[src/rtl/mul_booth_seq_pkg.sv]
// Shared Mini SRC definitions for the sequential Booth multiplier:
// FSM state encoding, radix-4 recode select encoding and the recode table.
package mul_booth_seq_pkg;

  // Multiplier control states.
  typedef enum logic [1:0] {
    IDLE = 2'd0,
    RUN  = 2'd1,
    DONE = 2'd2
  } mul_state_t;

  // Radix-4 Booth partial-product selection.
  typedef enum logic [2:0] {
    ZERO = 3'd0,
    PM   = 3'd1,
    P2M  = 3'd2,
    NM   = 3'd3,
    N2M  = 3'd4
  } booth_sel_t;

  // Map the bit triple {lo[1:0], guard} to the multiple of M to add.
  function automatic booth_sel_t booth_select(input logic [2:0] triple);
    booth_sel_t sel;
    case (triple)
      3'b001, 3'b010: sel = PM;
      3'b011:         sel = P2M;
      3'b100:         sel = N2M;
      3'b101, 3'b110: sel = NM;
      default:        sel = ZERO;
    endcase
    return sel;
  endfunction

endpackage

[src/rtl/booth_r4_recode.sv]
// Radix-4 Booth recoder: turns the current multiplier bit triple into an
// E+1-bit addend (0, +M, +2M, -M or -2M) derived from the extended multiplicand.
module booth_r4_recode
  import mul_booth_seq_pkg::*;
#(
  parameter int E = 34
) (
  input  logic [2:0]   triple,
  input  logic [E-1:0] mcand,
  output logic [E:0]   addend
);

  booth_sel_t sel;
  logic [E:0] m1;
  logic [E:0] m2;

  assign sel = booth_select(triple);
  // One extra bit so that +/-2M always fits.
  assign m1  = {mcand[E-1], mcand};
  assign m2  = {mcand, 1'b0};

  // Addend multiplexer driven by the recoded select.
  always_comb begin
    // NOTE: default assignment first so no path through the block leaves addend unassigned (no latch).
    addend = '0;
    case (sel)
      PM:      addend = m1;
      P2M:     addend = m2;
      NM:      addend = -m1;
      N2M:     addend = -m2;
      default: addend = '0;
    endcase
  end

endmodule

[src/rtl/mul_booth_seq.sv]
// Multi-cycle radix-4 Booth multiplier with start/done handshake.
// Retires two multiplier bits per clock; signed or unsigned operands;
// full 2*WIDTH-bit product, held until the next accepted start.
module mul_booth_seq
  import mul_booth_seq_pkg::*;
#(
  parameter int WIDTH = 32
) (
  input  logic                 clock,
  input  logic                 clear_n,
  input  logic                 start,
  input  logic                 abort,
  input  logic                 is_signed,
  input  logic [WIDTH-1:0]     a,
  input  logic [WIDTH-1:0]     b,
  output logic                 ready,
  output logic                 done,
  output logic [2*WIDTH-1:0]   result
);

  localparam int E  = WIDTH + 2;            // extended operand width
  localparam int AW = 2 * E + 1;            // accumulator {hi, lo, guard}
  localparam int CW = $clog2(WIDTH / 2 + 2);
  localparam logic [CW-1:0] COUNT_INIT = CW'(E / 2);
  localparam logic [CW-1:0] COUNT_LAST = CW'(1);

  mul_state_t    state;
  logic [AW-1:0] acc;
  logic [E-1:0]  mcand;
  logic [CW-1:0] count;

  logic [E-1:0]  a_ext;
  logic [E-1:0]  b_ext;
  logic [E-1:0]  hi;
  logic [E-1:0]  lo;
  logic          guard;
  logic [E:0]    addend;
  logic [E:0]    sum;
  logic [AW-1:0] acc_next;

  // Two extra bits let unsigned operands recode as non-negative values.
  assign a_ext = is_signed ? {{2{a[WIDTH-1]}}, a} : {2'b00, a};
  assign b_ext = is_signed ? {{2{b[WIDTH-1]}}, b} : {2'b00, b};

  assign hi    = acc[AW-1:E+1];
  assign lo    = acc[E:1];
  assign guard = acc[0];

  booth_r4_recode #(.E(E)) u_recode (
    .triple ({lo[1:0], guard}),
    .mcand  (mcand),
    .addend (addend)
  );

  // Add in E+1 bits, then arithmetic shift of the whole accumulator by two.
  assign sum      = {hi[E-1], hi} + addend;
  assign acc_next = {sum[E], sum, lo[E-1:1]};

  // Control FSM, iteration counter, accumulator and registered outputs.
  always_ff @(posedge clock or negedge clear_n) begin
    if (!clear_n) begin
      state  <= IDLE;
      ready  <= 1'b1;
      done   <= 1'b0;
      result <= '0;
      acc    <= '0;
      mcand  <= '0;
      count  <= '0;
    end else begin
      // NOTE: non-blocking assignments so every register samples the pre-edge values.
      done <= 1'b0;
      case (state)
        IDLE, DONE: begin
          if (start) begin
            acc   <= {{E{1'b0}}, b_ext, 1'b0};
            mcand <= a_ext;
            count <= COUNT_INIT;
            ready <= 1'b0;
            state <= RUN;
          end else begin
            ready <= 1'b1;
            state <= IDLE;
          end
        end
        RUN: begin
          if (abort) begin
            // Cancel wins over completion; result keeps its old value.
            ready <= 1'b1;
            state <= IDLE;
          end else begin
            acc   <= acc_next;
            count <= count - COUNT_LAST;
            if (count == COUNT_LAST) begin
              result <= acc_next[2*WIDTH:1];
              done   <= 1'b1;
              ready  <= 1'b1;
              state  <= DONE;
            end
          end
        end
        default: begin
          ready <= 1'b1;
          state <= IDLE;
        end
      endcase
    end
  end

endmodule

[config.mk]
export PLATFORM = sky130hd
export DESIGN_NAME = mul_booth_seq
export DESIGN_NICKNAME = d
export VERILOG_FILES = /design/src/rtl/mul_booth_seq_pkg.sv /design/src/rtl/booth_r4_recode.sv /design/src/rtl/mul_booth_seq.sv
export SDC_FILE = /design/constraint.sdc
export NUM_CORES = 1
export LEC_CHECK = 0
export CAP_MARGIN = 10
export CORE_UTILIZATION = 51
export CTS_CLUSTER_SIZE = 40
export DETAILED_ROUTE_END_ITERATION = 6
export PLACE_DENSITY = 0.75
export SYNTH_ARGS = -nofsm -noshare
export SYNTH_HDL_FRONTEND = slang
export SYNTH_SLANG_ARGS = --single-unit
[constraint.sdc]
create_clock -name clock -period 4.95 [get_ports clock]
set_input_delay 0.7425 -clock clock [delete_from_list [all_inputs] [get_ports clock]]
set_output_delay 0.7425 -clock clock [all_outputs]
set_load 0.005 [all_outputs]
==> results.yml <==
floorplanning:
  die_h_um: 144.5
  num_rows: 51
  start_util_pct: 52.70
  coreArea_um2: 19650
  top_level_ports: 135
  die_w_um: 144.5
  die-area_um2: 20880
synth:
  syn_area_um2: 10360
  synth.area.top_cells: "dfrtp_1 (42%), nand2_1 (13%), o21ai_0 (5.1%), ha_1 (4.5%), xnor2_1 (3.6%)"
  synth_commonest_cells: "nand2_1 (354), dfrtp_1 (173), o21ai_0 (105)"
  synth-main-ff-cell: "dfrtp_1"
  seq_area_frac_synth_pct: 42.05
  synth_most_common_cell: "nand2_1"
  synthCells: 1260
  ys_warn_count: 0
  synth.net_count: 1367
  ys_ff_latch: 174
  synth_edf_count: 0
  yosysTopAreaCell: "dfrtp_1"
  avgSynthCellArea_um2: 8.220
  yosys.area.top_type_share_pct: 41.80
  async_flop_share_pct: 100.0
  synthDistinctLibCells: 64
setup_path:
  cp.buffers_inverters: 0
  r2r_setup_slack_ps: 230
  crit_family: "simple AND/OR/NAND/NOR gates"
  start_kind: "flop"
  worstPathArrival_ps: 5040
  worst_r2r_path_depth: 20
  r2r_end: "acc[67]$_DFFE_PN0P_"
  crit_slowest_cell: "dfrtp_2"
  path_max_fanout: 6
  cp.required_ps: 5270
  r2r_start: "mcand[8]$_DFFE_PN0P_"
  cp-endpoint: "acc[67]$_DFFE_PN0P_"
  cp-startpoint: "mcand[8]$_DFFE_PN0P_"
  crit_type: "reg2reg"
  cp.depth: 20
  slowest_delay_ps: 470
  path_common_cell: "nand2_1"
  path_cells: "nor4_4 > nand3_2 > or2_1 > or3_4 > nor4_4 > nand2_2 > nand2_1 > xnor2_1 > nand2_1 > a31oi_1 > ha_1 > nand2_2 > o311a_1 > nand4_1 > nand4_1 > nand2_1 > o22ai_1 > xor2_1 > o21ai_0 > a22o_1"
  end_kind: "flop"
placed_design:
  place.gp.congestion: 0.9728
  pre_cts_slack_ps: -25.57
  placedCellCount: 1618
  portBuffers: 134
  dp_hpwl_um: 19680
  dpl-instance-area_um2: 12060
power:
  p_total_mw: 9.203
  pwr-share-clk_pct: 14.4
  peakVddDrop_mv: 0.3372
  intPower_mw: 4.972
  p_sw_mw: 4.231
  powerDensity_nw_per_um2: 719.6
  seqPwrFrac_pct: 27.7
  power_leakage_nw: 5.907
  p_sw_share_pct: 45.97
  p_comb_share_pct: 57.9
route:
  first_pass_iters: 5
  num_vias: 9403
  ant_nets: 0
  drtIter0Drc: 712
  routed_via_density: 5.675
  routed_wl_um: 28010
  drc: 0
  wl_per_cell_um: 16.90
clock_tree:
  clkTransAtPathRegs_ps: 70
  h-tree-depth: 4
  clk_path_buf_depth: 2
  tritoncts: "yes"
  root_buffer: "clkbuf_16"
  clock_latency_ps: 440
  clkSinkCount: 174
  numCtsBuffers: 17
global_routing:
  grt_overflow_total: 0
  grt_usage_pct: 28.43
  antenna_found_initial: 0
  grt_max_degree: 90
  grt_pass1_wl_um: 45980
  grt_pass1_vias: 9171
status:
  status: "completed"
final_layout:
  layout-drive-gt1-share_pct: 8.980
  area_delta_synth_final_pct: 23.47
  layout.nets: 1486
  diodes: 0
  fillers: 1653
  fin_cells: 1657
  fin_area_um2: 12790
  fin_util_pct: 65.07
sta:
  hold_viol_final: 0
  fin_worst_skew_ps: 15.48
  min_period_over_period_pct: 95.26
  min_period_ps: 4716
  fin_tns_setup_ps: 0
  worst_pin_slew_ps: 862.4
  fmax_mhz: 212.1
  report.final.slew_viol_count: 0
  setup_viol: 0
  slew_headroom_pct: 42.44
  timing.final.ws_setup_ps: 234.4
  holdWs_ps: 331.7
flow_run:
  cap_viol_max_count: 0
min_path:
  hp-class: "in2async"
-- cell type report --
| type | instances | area, um^2 | share of cell area (%) |
|---|---|---|---|
| inverters | 22 | 82.58 | 0.6457 |
| repair buffers | 181 | 1720 | 13.45 |
| flip-flops and latches | 174 | 4358 | 34.08 |
| well taps | 265 | 331.6 | 2.593 |
| multi-input cells | 983 | 5710 | 44.65 |
| clock buffers | 18 | 439.2 | 3.434 |
| clock inverters | 14 | 146.4 | 1.145 |
-- how the worst min path moves through the flow --
stage | to | start | slack, ps
global placement | result[32]$_DFFE_PN0P_ | result[32]$_DFFE_PN0P_ | 460
detailed placement | result[25]$_DFFE_PN0P_ | result[25]$_DFFE_PN0P_ | 460
finish | mcand[14]$_DFFE_PN0P_ | clear_n | 330
global route | mcand[15]$_DFFE_PN0P_ | clear_n | 390
CTS | mcand[15]$_DFFE_PN0P_ | clear_n | 370
floorplan | acc[0]$_DFFE_PN0P_ | clear_n | 450
-- power by group through the flow --
stage,combinational [mW],sequential [mW],clock [mW]
after global placement,5.04,2.55,0
after global routing,5.88,2.64,1.41
final,5.33,2.55,1.32
after floorplan,3.49,2.38,0
after CTS,5.17,2.55,1.35
after detailed placement,5.12,2.56,0
-- per-layer routing --
layer  track usage, %  wire, um
met3            5.364      1607
met2            45.39     13070
met4            12.69       887
met1            37.48     12440
met5                0         0
-- kinds of logic after synthesis --
family,after synthesis,share of synthesized area [%]
flops,174,42.05
xor+xnor,73,6.173
mux,13,1.329
fa+ha+maj,38,4.663
compound gates,320,19.39
simple gates,539,22.63
buf+inv,103,3.769
-- registers in the layout (all words and copies together), names as in the netlist --
| register | count |
|---|---|
| acc | 68 |
| result | 64 |
| mcand | 33 |
| count | 5 |
| state | 2 |
| done | 1 |
| ready | 1 |
-- what timing repair did --
action | 4_1_cts | 5_1_grt
setup buffers | 0 | 7
pin swaps | 0 | 15
endpoints found under the hold margin | 0 | 0
endpoints found under the setup margin | 1 | 25
resized for setup | 1 | 24
hold buffers | 0 | 0
-- cells in the final DEF (no fill, tap or decap), types with 27 or more instances in the layout --
cell type	instances
nand3_1	38
buf_4	45
xor2_1	30
a22oi_1	27
xnor2_1	42
nand2_1	353
a21oi_1	58
dfrtp_1	171
o21ai_0	101
clkdlybuf4s50_1	133
nor2_1	69
ha_1	34
No activity file was read; power rests on OpenSTA's default activity.
